[src/rtl/wb_pkg.sv]
// Shared writeback definitions: mux source encodings and the sequencer state type.
// The writeback mux and the sequencer decode both use these constants.
package wb_pkg;

  localparam logic [1:0] WB_MEM = 2'b00;
  localparam logic [1:0] WB_JAL = 2'b01;
  localparam logic [1:0] WB_ILL = 2'b10;
  localparam logic [1:0] WB_ALU = 2'b11;

  typedef enum logic [1:0] {
    IDLE,
    LOAD_WAIT,
    ERR
  } wb_state_t;

endpackage

[src/rtl/wb_timeout_ctr.sv]
// Load-wait timeout counter: counts enabled cycles and flags the last allowed one.
// expired is high only while enabled, so an ack in that same cycle can still win.
module wb_timeout_ctr #(
  parameter int CW = 8
) (
  input  logic          clk,
  input  logic          rst,
  input  logic          clear,
  input  logic          enable,
  input  logic [CW-1:0] limit,
  output logic          expired
);

  logic [CW-1:0] count;

  always_ff @(posedge clk) begin
    if (rst || clear) begin
      count <= '0;
    end else if (enable) begin
      count <= count + 1'b1;
    end
  end

  assign expired = enable && (count == (limit - 1'b1));

endmodule

[src/rtl/wb_sequencer.sv]
// Writeback sequencer: drives the writeback mux select and register-file write port,
// and stalls fetch while a load waits on the variable-latency data-memory handshake.
module wb_sequencer
  import wb_pkg::*;
#(
  parameter int TIMEOUT = 16,
  parameter int CW      = 8
) (
  input  logic       clk,
  input  logic       rst,
  input  logic       instr_valid,
  input  logic [1:0] wb_src,
  input  logic [4:0] rd,
  input  logic       dmem_ack,
  output logic       dmem_req,
  output logic [1:0] wb_sel,
  output logic       rf_we,
  output logic [4:0] rf_waddr,
  output logic       stall,
  output logic       err_illegal,
  output logic       err_bus
);

  localparam logic [CW-1:0] LIMIT = CW'(TIMEOUT);

  wb_state_t  state, state_next;
  logic [4:0] rd_q;
  logic       ctr_clear, ctr_en, expired;
  logic       load_issue, ill_issue;

  wb_timeout_ctr #(.CW(CW)) u_timeout (
    .clk    (clk),
    .rst    (rst),
    .clear  (ctr_clear),
    .enable (ctr_en),
    .limit  (LIMIT),
    .expired(expired)
  );

  always_ff @(posedge clk) begin
    if (rst) begin
      state       <= IDLE;
      rd_q        <= '0;
      err_illegal <= 1'b0;
    end else begin
      state       <= state_next;
      err_illegal <= ill_issue;
      if (load_issue) rd_q <= rd;
    end
  end

  always_comb begin
    state_next = state;
    dmem_req   = 1'b0;
    wb_sel     = WB_ALU;
    rf_we      = 1'b0;
    rf_waddr   = '0;
    stall      = 1'b0;
    ctr_clear  = 1'b0;
    ctr_en     = 1'b0;
    load_issue = 1'b0;
    ill_issue  = 1'b0;
    case (state)
      IDLE: begin
        if (instr_valid) begin
          wb_sel   = wb_src;
          rf_waddr = rd;
          case (wb_src)
            WB_MEM: begin
              stall      = 1'b1;
              load_issue = 1'b1;
              ctr_clear  = 1'b1;
              state_next = LOAD_WAIT;
            end
            WB_JAL, WB_ALU: rf_we = (rd != 5'd0);
            WB_ILL: ill_issue = 1'b1;
            default: ;
          endcase
        end
      end
      LOAD_WAIT: begin
        dmem_req = 1'b1;
        wb_sel   = WB_MEM;
        rf_waddr = rd_q;
        if (dmem_ack) begin
          rf_we      = (rd_q != 5'd0);
          state_next = IDLE;
        end else begin
          stall  = 1'b1;
          ctr_en = 1'b1;
          if (expired) state_next = ERR;
        end
      end
      ERR: stall = 1'b1;
      default: state_next = IDLE;
    endcase
    // A reset cycle must never commit a register write, even if an ack arrives with it.
    if (rst) rf_we = 1'b0;
  end

  assign err_bus = (state == ERR);

endmodule

[config.mk]
export PLATFORM = sky130hd
export DESIGN_NAME = wb_sequencer
export DESIGN_NICKNAME = d
export VERILOG_FILES = /design/src/rtl/wb_pkg.sv /design/src/rtl/wb_timeout_ctr.sv /design/src/rtl/wb_sequencer.sv
export SDC_FILE = /design/constraint.sdc
export NUM_CORES = 1
export LEC_CHECK = 0
export CORE_MARGIN = 2
export CORE_UTILIZATION = 30
export DETAILED_ROUTE_END_ITERATION = 10
export HOLD_SLACK_MARGIN = 0.15
export PLACE_DENSITY_LB_ADDON = 0.12
export REMOVE_ABC_BUFFERS = 1
export SYNTH_ARGS = -nofsm -noshare
export SYNTH_HDL_FRONTEND = slang
export SYNTH_SLANG_ARGS = --single-unit
[constraint.sdc]
create_clock -name clk -period 2.05 [get_ports clk]
set_input_delay 0.41 -clock clk [delete_from_list [all_inputs] [get_ports clk]]
set_output_delay 0.41 -clock clk [all_outputs]
set_load 0.01 [all_outputs]
## Word-level counts from Yosys, hierarchy flattened

Index checks and enable logic that the tools add are counted.

| word-level totals | value |
|---|---|
| register bits | 16 |
| input bits | 11 |
| logic and storage cells | 48 |

| cells by class | value |
|---|---|
| add/subtract/negate cells | 1 |
| eq/ne operators | 9 |
| multiplexer cells | 22 |
| bitwise logic cells | 3 |
| reduce and logical (&&, ||, !) cells | 9 |

Operator list:

| operator | number |
|---|---|
| $mux 1 | 11 |
| $mux 2 | 5 |
| $pmux 5 s2 | 1 |
| $reduce_bool 5->1 | 2 |
| $add 8x1->8 const B | 1 |
| $eq 8x4->1 const B | 1 |
| $eq 2x2->1 const B | 3 |
| $pmux 2 s3 | 1 |
| $mux 5 | 1 |
| $eq 2x1->1 const B | 2 |
| $logic_not 2->1 | 2 |
| $pmux 2 s2 | 1 |
| $reduce_and 4->1 | 1 |
| $ne 3x3->1 const B | 1 |
| $not 1->1 | 3 |
| $pmux 1 s3 | 1 |
| $reduce_or 3->1 | 1 |
| $ne 2x1->1 const B | 1 |
| $ne 2x2->1 const B | 1 |
| $pmux 1 s2 | 1 |
| $reduce_or 2->1 | 1 |
| $logic_and 1x1->1 | 1 |
| $logic_or 1x1->1 | 1 |

## Logic depth before layout (Yosys ltp)

| depth | value |
|---|---|
| depth after elaboration | 6 |
| mapped depth | 5 |
| gate-level depth less buffers | 4 |

## Cells and area by module

From an unflattened synthesis, not the netlist that was laid out.

| unflattened totals | value |
|---|---|
| cells, all modules | 135 |
| area total of the unflattened synthesis | 1103.6 sq um |

By module, submodules not included:

| module | times used | cells an instance | area each (sq um) | seq. area each (sq um) |
|---|---|---|---|---|
| wb_timeout_ctr | 1 | 70 | 579.3 | 160.2 |
| wb_sequencer | 1 | 65 | 524.3 | 160.2 |

## Worst setup path before layout

No wires, ideal clock.

| timing path | value |
|---|---|
| path type | input port to output port |
| from | in instr_valid |
| to | out stall |
| data arrival time | 1.419 ns |
| path slack | 0.221 ns |
| stages on the path | 5 |
| path buffers | 2 |
| cell sequence | buf_2 or4b_1 clkbuf_1 nor2_1 or3_1 |

| between the ends | value |
|---|---|
| longest elaborated chain between the ends | 2 |

RTL lines:

| element | RTL line | RTL |
|---|---|---|
| start, declared | wb_sequencer.sv:11 | `input logic instr_valid,` |
| $mux 1 | wb_sequencer.sv:65 | `if (instr_valid) begin` |
| $pmux 1 s3 | wb_sequencer.sv:63 | `case (state)` |
| end, declared | wb_sequencer.sv:19 | `output logic stall,` |

No other way between the ends.

## Final worst setup path

| timing path | value |
|---|---|
| from | reg rd_q[1] |
| to | out rf_we |

| between the ends | value |
|---|---|
| longest elaborated chain between the ends | 4 |

RTL lines:

| element | RTL line | RTL |
|---|---|---|
| start, declared | wb_sequencer.sv:27 | `logic [4:0] rd_q;` |
| start signal, assigned | wb_sequencer.sv:48 | `if (load_issue) rd_q <= rd;` |
| $reduce_bool 5->1 | wb_sequencer.sv:86 | `rf_we = (rd_q != 5'd0);` |
| $mux 1 | wb_sequencer.sv:85 | `if (dmem_ack) begin` |
| $pmux 1 s2 | wb_sequencer.sv:63 |  |
| $mux 1 | wb_sequencer.sv:98 | `if (rst) rf_we = 1'b0;` |
| end, declared | wb_sequencer.sv:17 | `output logic rf_we,` |

No other way between the ends.

==> run_results.csv <==
group,metric,value,unit
yosys,synth-adder-area-share,1.433,%
placement,place.gp.congestion,0.7568,
setup_path,startpoint,"rd_q[1]",
yosys,netlist_instances,111,
timing,finalSetupViolCount,1,
final_layout,final_common_cell,"buf_4",
placement,dp_hpwl,1935,µm
die,dieArea,3359,µm²
hold_path,hold_depth,2,
setup_path,cp-end-kind,"output pin",
setup_path,ff2ff_path_depth,5,
setup_path,crit_type,"register to output pin",
cts,cts-buffers-inserted,3,
placement,dp_worst_setup_slack,-0.5405,ns
timing,hold_viol_final,0,
power,power_density,493.4,nW/µm²
yosys,syn_area_per_cell,7.868,µm²
setup_path,cp.arrival,1.65,ns
setup_path,timing.rr.end,"u_timeout.count[3]",
die,core,2758,µm²
final_layout,fin_nets,166,
die,dieWidth,57.96,µm
routing,dr.pass1.iters,4,
hold_path,min-delay-start,"u_timeout.count[6]",
grt,grtUsageTotal,15.81,%
yosys,ys_types,34,
final_layout,final_cell_mix,"22 x buf_4, 15 x a21oi_1, 15 x dfxtp_1, 10 x nand3_1, 10 x o21ai_0",
cts,clk_latency,0.28,ns
routing,antenna_left,0,
yosys,yosys.area_share.simple,31.52,%
timing,fin_skew,0.002954,ns
yosys,ys_seq_area_share,36.68,%
timing,setup_ws,-0.005903,ns
routing,finalWirelength,2531,µm
grt,grt_max_degree,12,
yosys,synth_compound_area_share,22.35,%
setup_path,start_kind,"register",
routing,via_count,963,
timing,drv_slew,0,
power,peakVddDrop,0.3243,mV
timing,relSlewSlack,76.64,%
final_layout,antennaDiodeCount,0,
setup_path,reg2reg_from,"state[1]",
setup_path,crit_fanout,2,
yosys,synth_mux_area_share,2.292,%
grt,grt_pass1_wl,4153,µm
yosys,ys.warnings.count,0,
yosys,synth_top_family_by_area,"simple AND/OR/NAND/NOR gates",
final_layout,fillers,280,
routing,drc_errors,0,
final_layout,final_layout_size_suffix_gt1_share,26.80,%
cts,cts_root_buf,"clkbuf_4",
cts,cts_setup_buffers,0,
setup_path,worst_ep_required_time,1.64,ns
grt,overflow,0,
hold_path,min_path_type,"register to register",
timing,final.min_clock_period,2.056,ns
power,p_leak,0.0005495,µW
routing,via_per_inst,5.234,
grt,grt_pass1_vias,950,
yosys,synthXorXnorAreaFrac,2.006,%
outcome,violations,"setup timing",
outcome,status,"complete, but fails checks",
hold_path,hold_end,"u_timeout.count[6]",
cts,cts_max_level,1,
job,maxCapViolCount,0,
die,dieHeight,57.96,µm
cts,path_clk_slew,0.10,ns
placement,portBuffers,22,
final_layout,syn2layout_area_growth,53.29,%
timing,rsz0062_at_grt,"true",
timing,clock.fmax,0.4864,GHz
die,io_pins,23,
setup_path,reg2reg_setup_slack,0.53,ns
cts,cts_tree,"done",
routing,drt_iter0_markers,31,
cts,clkSinkCount,16,
yosys,ys_seq_elements,16,
die,start_util,31.67,%
cts,cts_buffer_depth,2,
grt,antenna_found_initial,0,
final_layout,finish.instance_area,1339,µm²
yosys,synthesis.area,873.3,µm²
placement,placed_area,1272,µm²
routing,wl_per_cell,13.76,µm
timing,fin_crit_sh,100.3,%
die,fp-row-count,19,
timing,worst_pin_slew,0.3473,ns
synth_stat cells:
cell,number,area (µm²)
a21oi_1,15,75.07
mux2i_1,2,20.02
a211oi_1,1,7.510
nand2_1,9,33.78
nand4bb_1,1,11.26
and4b_1,1,10.01
nand3_1,10,50.05
or4_1,3,22.52
xnor2_1,2,17.52
inv_1,2,7.510
o31ai_1,1,7.510
or3_1,4,25.02
clkbuf_1,4,15.01
o21ba_2,1,10.01
nor4_1,1,6.260
or2_2,1,6.260
nand4_1,1,6.260
a21o_1,2,15.01
o211ai_1,1,7.510
nor3_1,2,10.01
nor2_1,7,26.28
buf_2,2,10.01
a31oi_1,1,6.260
o21ai_0,10,50.05
or4b_1,1,10.01
a21boi_0,1,7.510
o2111ai_1,1,8.760
nor2b_1,3,18.77
nor4b_2,1,15.01
dfxtp_1,16,320.3
ha_1,1,12.51
nor4bb_1,1,10.01
nor3b_1,1,7.510
nand2b_1,1,6.260
worst max path at each step:
stage                  to  slack (ns)  cells after the start
global placement    rf_we       -0.49                      5
CTS                 rf_we       -0.20                      5
global route        rf_we       -0.06                      4
detailed placement  rf_we       -0.54                      5
floorplan           stall        0.31                      3
finish              rf_we      -0.006                      4
power breakdown:
group / total, µW / internal, µW / leakage [µW] / switching, µW
sequential: 319 / 316 / 0.000130 / 3.50
clock: 212 / 108 / 0.0000210 / 104
combinational: 130 / 69.7 / 0.000399 / 59.9
total: 661 / 494 / 0.000549 / 167
what timing repair did:
item	CTS	global route
hold buffers	0	0
gates resized for setup	25	11
endpoints found under the setup margin	9	3
pin swaps	2	5
state kept, by name, summed over array words and instances, names as in the netlist:
| name | cells |
|---|---|
| err_illegal | 1 |
| u_timeout.count | 8 |
| state | 2 |
| rd_q | 5 |
through the flow:
| stage | instances | setup TNS [ns] | hold slack, ns | utilization [%] | total power, µW |
|---|---|---|---|---|---|
| after floorplan | 105 | 0 | 0.4552 | - | 368.4 |
| after global placement | 180 | -2.353 | 0.4792 | 46.14 | 455.7 |
| after detailed placement | 180 | -2.480 | 0.4910 | 46.14 | 456.5 |
| after CTS | 184 | -0.2032 | 0.5057 | 47.60 | 662.9 |
| after global routing | 184 | -0.06336 | 0.5354 | 48.55 | 692.4 |
| final | 184 | -0.005903 | 0.5117 | 48.55 | 660.6 |
logic make-up (layout without fill, tap and decap cells):
| family | count (synthesis) | after routing |
|---|---|---|
| AO/OA/AOI/OAI | 34 | 34 |
| XOR/XNOR | 2 | 2 |
| flip-flops | 16 | 16 |
| multiplexers | 2 | 2 |
| AND/OR/NAND/NOR | 48 | 48 |
| adder cells (fa/ha/maj) | 1 | 1 |
| buffers and inverters | 8 | 50 |
worst max-delay path: stages, from the launching register on:
cell and delay (ns):
dfxtp_1 0.32, or4_4 0.54, o211ai_1 0.25, a211oi_2 0.10, buf_2 0.15
metal layers:
metal  vias to the layer above  global-route usage [%]  share of wire [%]
li1                        495                       -                  -
met1                       446                   22.99                 49
met2                        18                   23.54                 45
met3                         4                   3.125                4.5
met4                         0                   4.983                1.3
met5                         -                       0                  0
layout make-up:
cell class	instances	area, µm²	area share [%]
multi-input cells	87	564.3	42.15
flip-flops and latches	16	321.6	24.02
inverters	2	7.507	0.5607
clock buffers	4	36.28	2.710
repair buffers	44	370.4	27.66
well taps	31	38.79	2.897
No activity file was read; power rests on OpenSTA's default activity.
